### config.mk
export PLATFORM = sky130hd
export DESIGN_NAME = vec_mux_arb
export DESIGN_NICKNAME = d
export VERILOG_FILES = /design/src/rtl/vec_mux_pkg.sv /design/src/rtl/vec_mux_arb_rr_arbiter.sv /design/src/rtl/vec_mux_arb.sv
export SDC_FILE = /design/constraint.sdc
export NUM_CORES = 1
export LEC_CHECK = 0
export ABC_AREA = 1
export CORE_AREA = 10 10 247 249
export DETAILED_ROUTE_END_ITERATION = 8
export DIE_AREA = 0 0 257 259
export DONT_BUFFER_PORTS = 1
export PLACE_DENSITY_LB_ADDON = 0.15
export SLEW_MARGIN = 25
export SYNTH_ARGS = -nofsm -noshare
export SYNTH_HDL_FRONTEND = slang
export SYNTH_SLANG_ARGS = --single-unit
### constraint.sdc
create_clock -name clk -period 5.49 [get_ports clk]
set_input_delay 1.3725 -clock clk [delete_from_list [all_inputs] [get_ports clk]]
set_output_delay 1.3725 -clock clk [all_outputs]
set_load 0.02 [all_outputs]
### src/rtl/vec_mux_pkg.sv
// ---------------------------------------------------------------------------
// vec_mux_pkg
// Shared types and defaults for the vector multiplexer/arbiter.
//   arb_mode_e  : channel selection policy (SEL_MODE = explicit select,
//                 RR_MODE = round-robin over valid channels)
//   out_state_e : occupancy of the single-entry output register
//   DEF_*       : default lane width, lanes per vector, channel count
//   sel_width() : select/index width, max(1, clog2(n))
// ---------------------------------------------------------------------------
package vec_mux_pkg;

    typedef enum logic {
        SEL_MODE = 1'b0,
        RR_MODE  = 1'b1
    } arb_mode_e;

    typedef enum logic {
        EMPTY = 1'b0,
        FULL  = 1'b1
    } out_state_e;

    localparam int DEF_WIDTH  = 32;
    localparam int DEF_DEPTH  = 4;
    localparam int DEF_NUM_IN = 4;

    function automatic int sel_width(input int n);
        return (n <= 2) ? 1 : $clog2(n);
    endfunction

endpackage

### src/rtl/vec_mux_arb_rr_arbiter.sv
// ---------------------------------------------------------------------------
// rr_arbiter
// Combinational round-robin grant: picks the first requesting channel
// searching upward from ptr+1 and wrapping to 0 (works for any NUM_IN,
// including non-powers of two).
//   req         : per-channel request
//   ptr         : index of the most recently granted channel
//   grant       : granted channel index (0 when grant_valid=0)
//   grant_valid : at least one request present
// ---------------------------------------------------------------------------
module rr_arbiter
    import vec_mux_pkg::*;
#(
    parameter int NUM_IN = DEF_NUM_IN,
    parameter int SELW   = sel_width(NUM_IN)
) (
    input  logic [NUM_IN-1:0] req,
    input  logic [SELW-1:0]   ptr,
    output logic [SELW-1:0]   grant,
    output logic              grant_valid
);

    // Two passes instead of a modulo index: first the channels above ptr,
    // then wrap around to the channels at or below ptr.
    always_comb begin
        grant       = '0;
        grant_valid = 1'b0;
        for (int i = 0; i < NUM_IN; i++) begin
            if (!grant_valid && req[i] && (i > int'(ptr))) begin
                grant       = SELW'(i);
                grant_valid = 1'b1;
            end
        end
        for (int i = 0; i < NUM_IN; i++) begin
            if (!grant_valid && req[i] && (i <= int'(ptr))) begin
                grant       = SELW'(i);
                grant_valid = 1'b1;
            end
        end
    end

endmodule

### src/rtl/vec_mux_arb.sv
// ---------------------------------------------------------------------------
// vec_mux_arb
// Selects one of NUM_IN input vectors (DEPTH lanes of WIDTH bits) and
// captures it into a single-entry registered output stage with
// valid/ready handshaking on both sides. Throughput is one vector per
// cycle; latency from acceptance to out_valid is one cycle.
//
// Parameters:
//   WIDTH, DEPTH, NUM_IN (2..16), ARB_MODE (SEL_MODE | RR_MODE)
// Ports:
//   clk, rst            : clock, synchronous active-high reset
//   in_data/in_valid    : input vectors and per-channel valid
//   in_ready            : one-hot accept for the granted channel
//   sel                 : channel select (SEL_MODE only)
//   out_data/out_valid  : registered output vector and its valid
//   out_ready           : downstream accept
//   out_src             : channel index that produced out_data
//   lane_mask           : per-lane enable, only with VEC_MUX_LANE_MASK_EN
//
// Build option: define VEC_MUX_LANE_MASK_EN to add lane_mask; masked-off
// lanes load zero on transfer.
// ---------------------------------------------------------------------------
module vec_mux_arb
    import vec_mux_pkg::*;
#(
    parameter int        WIDTH    = DEF_WIDTH,
    parameter int        DEPTH    = DEF_DEPTH,
    parameter int        NUM_IN   = DEF_NUM_IN,
    parameter arb_mode_e ARB_MODE = SEL_MODE,
    localparam int       SELW     = sel_width(NUM_IN)
) (
    input  logic              clk,
    input  logic              rst,
    input  logic [WIDTH-1:0]  in_data [0:NUM_IN-1][0:DEPTH-1],
    input  logic [NUM_IN-1:0] in_valid,
    output logic [NUM_IN-1:0] in_ready,
    input  logic [SELW-1:0]   sel,
    output logic [WIDTH-1:0]  out_data [0:DEPTH-1],
    output logic              out_valid,
    input  logic              out_ready,
    output logic [SELW-1:0]   out_src
`ifdef VEC_MUX_LANE_MASK_EN
    ,
    input  logic [DEPTH-1:0]  lane_mask
`endif
);

    out_state_e        state_p1;
    out_state_e        state_nxt;
    logic [WIDTH-1:0]  data_p1   [0:DEPTH-1];
    logic [SELW-1:0]   src_p1;
    logic [WIDTH-1:0]  load_data [0:DEPTH-1];
    logic [DEPTH-1:0]  lane_en;
    logic [SELW-1:0]   grant_idx;
    logic              grant_vld;
    logic              load_en;
    logic              xfer;

    // The output register can take a new vector when it is empty or is
    // being drained this cycle. Reset blocks every transfer.
    assign load_en = (state_p1 == EMPTY) || out_ready;
    assign xfer    = load_en && grant_vld && !rst;

`ifdef VEC_MUX_LANE_MASK_EN
    assign lane_en = lane_mask;
`else
    assign lane_en = '1;
`endif

    generate
        if (ARB_MODE == RR_MODE) begin : g_rr
            logic [SELW-1:0] rr_ptr;
            logic            unused_sel;

            assign unused_sel = ^sel;

            rr_arbiter #(
                .NUM_IN (NUM_IN),
                .SELW   (SELW)
            ) u_rr_arbiter (
                .req         (in_valid),
                .ptr         (rr_ptr),
                .grant       (grant_idx),
                .grant_valid (grant_vld)
            );

            // Pointer starts at the last channel so channel 0 wins first;
            // it only moves when the granted vector is actually accepted.
            always_ff @(posedge clk) begin
                if (rst) begin
                    rr_ptr <= SELW'(NUM_IN - 1);
                end else if (xfer) begin
                    rr_ptr <= grant_idx;
                end
            end
        end else begin : g_sel
            // Zero-extend valid to the full select range so an out-of-range
            // sel (non-power-of-two NUM_IN) reads as "not valid".
            logic [(1 << SELW)-1:0] valid_ext;

            always_comb begin
                valid_ext             = '0;
                valid_ext[NUM_IN-1:0] = in_valid;
            end

            assign grant_idx = sel;
            assign grant_vld = valid_ext[sel];
        end
    endgenerate

    // Granted-channel mux with per-lane gating.
    always_comb begin
        for (int l = 0; l < DEPTH; l++) begin
            load_data[l] = '0;
        end
        for (int i = 0; i < NUM_IN; i++) begin
            if (grant_idx == SELW'(i)) begin
                for (int l = 0; l < DEPTH; l++) begin
                    load_data[l] = lane_en[l] ? in_data[i][l] : '0;
                end
            end
        end
    end

    always_comb begin
        in_ready = '0;
        for (int i = 0; i < NUM_IN; i++) begin
            if (xfer && (grant_idx == SELW'(i))) begin
                in_ready[i] = 1'b1;
            end
        end
    end

    // ---- p1: output register stage ----
    always_ff @(posedge clk) begin
        if (rst) begin
            for (int l = 0; l < DEPTH; l++) begin
                data_p1[l] <= '0;
            end
            src_p1 <= '0;
        end else if (xfer) begin
            for (int l = 0; l < DEPTH; l++) begin
                data_p1[l] <= load_data[l];
            end
            src_p1 <= grant_idx;
        end
    end

    always_ff @(posedge clk) begin
        if (rst) begin
            state_p1 <= EMPTY;
        end else begin
            state_p1 <= state_nxt;
        end
    end

    always_comb begin
        state_nxt = state_p1;
        case (state_p1)
            EMPTY:   if (xfer) state_nxt = FULL;
            FULL:    if (out_ready && !xfer) state_nxt = EMPTY;
            default: state_nxt = EMPTY;
        endcase
    end

    assign out_data  = data_p1;
    assign out_src   = src_p1;
    assign out_valid = (state_p1 == FULL);

endmodule

==> impl_metrics.toml <==
[sta]
finalWorstSetupSlack_ns = 1.543
finalClockSkew_ns = 0.01610
slew_headroom = 0.3303
hold_viol_final = 0
fmaxAchievable_ghz = 0.2533
slew_viol_final = 0
setup_viol = 0
worstMarginPinSlew_ns = 1.005
rsz0062_at_grt = "no"
period_minus_slack_ns = 3.947
fin_tns_setup_ns = 0
fin_crit_sh = 0.7190

[cts]
cts_tree = "built"
post_cts_resized = 0
clk_pin_slew_ns = 0.06
worst_skew_pair.late_latency_ns = 0.47
numCtsBuffers = 17
clockRootBuffer = "clkbuf_16"
cts_hold_buf = 0
postCtsSetupBuffers = 0
max-clock-path-buffers = 2
cts.sink_count = 131
h-tree-depth = 4

[final_layout]
nets = 1856
diodes = 0
design_area_um2 = 9190
drive_above_1_share = 0.03858
multiInputGateArea_um2 = 4622
seq_area_um2 = 2623
fill_cells = 6577
synthToLayoutAreaGrowth_pct = 15.09

[synth]
synthTopCellsByArea = "nand2_1 (37%), dfxtp_1 (33%), nand4_1 (10%)"
yosysUniqueCellTypes = 17
netlist.area_leader.share = 0.3662
syn-num-nets = 1923
yosysMostFrequentCell = "nand2_1"
synth.largest_area_cell = "nand2_1"
synth_area_per_cell_um2 = 5.696
postSynthCellCount = 1402
syn_area_um2 = 7985
async_flop_share = 0
seq_area_frac_synth = 0.3284
synth-edff-count = 0
synth_commonest_cells = "nand2_1 (779), dfxtp_1 (131), nand4_1 (128)"
ys_seq_elements = 131
yosys_warnings = 0
synth_flop_cell = "dfxtp_1"

[setup_path]
cpMostUsedCell = "nor2_1"
critPathKind = "input pin to output pin"
worstSetupEndpointType = "output pin"
path_buf_inv = 0
crit_path_cell_trace = "nor2_1 > nor2_1 > nand2_8 > nor2_1"
start_kind = "input pin"
critPathSlowestCell = "nor2_1"
worstPathMaxFanout = 33
critPathRequiredTime_ns = 4.12
arrival_ns = 2.57
crit_family = "simple AND/OR/NAND/NOR gates"
slowest_delay_ns = 0.58

[detailed_routing]
drtPass1Iterations = 5
wl_met2_mm = 21.84
antenna_left = 0
via_per_inst = 4.180
remaining_drc_errors = 0
wl_mm = 43.25
routed-wl-met3_mm = 3.919
wl_met1_mm = 16.28
top_layer = "met5"
vias = 8795
detail_route.wl_per_cell_um = 20.56
drt_iter0_markers = 627

[flow_run]
maxCapViolCount = 0

[grt]
overflow = 0
grt_pass1_wl_mm = 61.43
grt_antenna_before_repair = 1
grt_pass1_vias = 9070
track_usage = 0.1237
grt_max_degree = 159

[outcome]
status = "completed"

[worst_hold_path]
holdCritPathClass = "flip-flop to flip-flop"

[placed_design]
place_area_um2 = 8571
dp_hpwl_mm = 34.29
io_buffers = 0
finalWeightedCongestion = 0.9569
pre_cts_ws_ns = 1.465

[floorplanning]
die_area_um2 = 66560
core_area_um2 = 55950
die_x_um = 257
initial_core_util = 0.1427
num_rows = 87
io_pins = 656
die_y_um = 259

[pwr]
vdd_drop_max_uv = 234.0
powerDensity_nw_per_um2 = 312.3
leakage_nw = 4.021
finalPower_mw = 2.870
## kinds of logic after synthesis
kind of cell / Yosys count / synth area share
and+or+nand+nor: 1105 / 0.5730
buffers and inverters: 163 / 0.09668
DFF: 131 / 0.3284
AOI/OAI and AO/OA: 3 / 0.001880
## cells in the final DEF, fill, tap and decap left out, drive strengths merged, types with 4 or more instances in the layout
master and count:
nand2 781, dfxtp 131, nand4 128, nor2 122, nand3 73, inv 64, clkbuf 22, buf 13
bufinv 4, clkinv 4
## power by group
| part | internal, mW | leakage [nW] | switching, mW |
|---|---|---|---|
| combinational | 0.130 | 2.65 | 0.286 |
| clock | 0.779 | 0.300 | 0.462 |
| sequential | 1.03 | 1.08 | 0.180 |
## layer usage
metal / GRT usage / vias to the layer above
li1: - / 4269
met2: 0.2167 / 422
met5: 0 / -
met3: 0.05219 / 46
met4: 0.05226 / 2
met1: 0.1283 / 4056
## flip-flops by register name, summed over array words and instances, names as in the netlist
signal	flops
out_data	128
out_src	2
out_valid	1
## worst min-delay path, cell delays in order, from the launching register on
cell	delay, ns
dfxtp_1	0.38
nand3_1	0.11
nand2_1	0.05
## stage by stage
stage,utilization,hold slack [ns],cells
global placement,0.1528,0.5762,2071
global route,0.1643,0.5968,2104
floorplan,-,0.5308,1402
detailed placement,0.1532,0.5786,2072
CTS,0.1643,0.5878,2104
finish,0.1643,0.5820,2104
## final cells by class
cell class                      instances  area share
Tap cell                              756      0.1029
Timing Repair Buffer                   13     0.01470
Inverter                               64     0.02668
Clock buffer                           22     0.05051
Clock inverter                         10     0.01688
Multi-Input combinational cell       1108      0.5029
Sequential cell                       131      0.2854
## path summary, 6_finish.rpt
| kind | depth (start not counted) | from | endpoint | slack (ns) |
|---|---|---|---|---|
| max | 4 | out_ready | in_ready[3] | 1.54 |
| min | 2 | out_data[22] | out_data[22] | 0.58 |
| min reg2reg | 2 | out_data[22] | out_data[22] | 0.58 |
| max reg2reg | 9 | out_valid | out_data[26] | 2.85 |
Power figures use the tool's default switching activity.
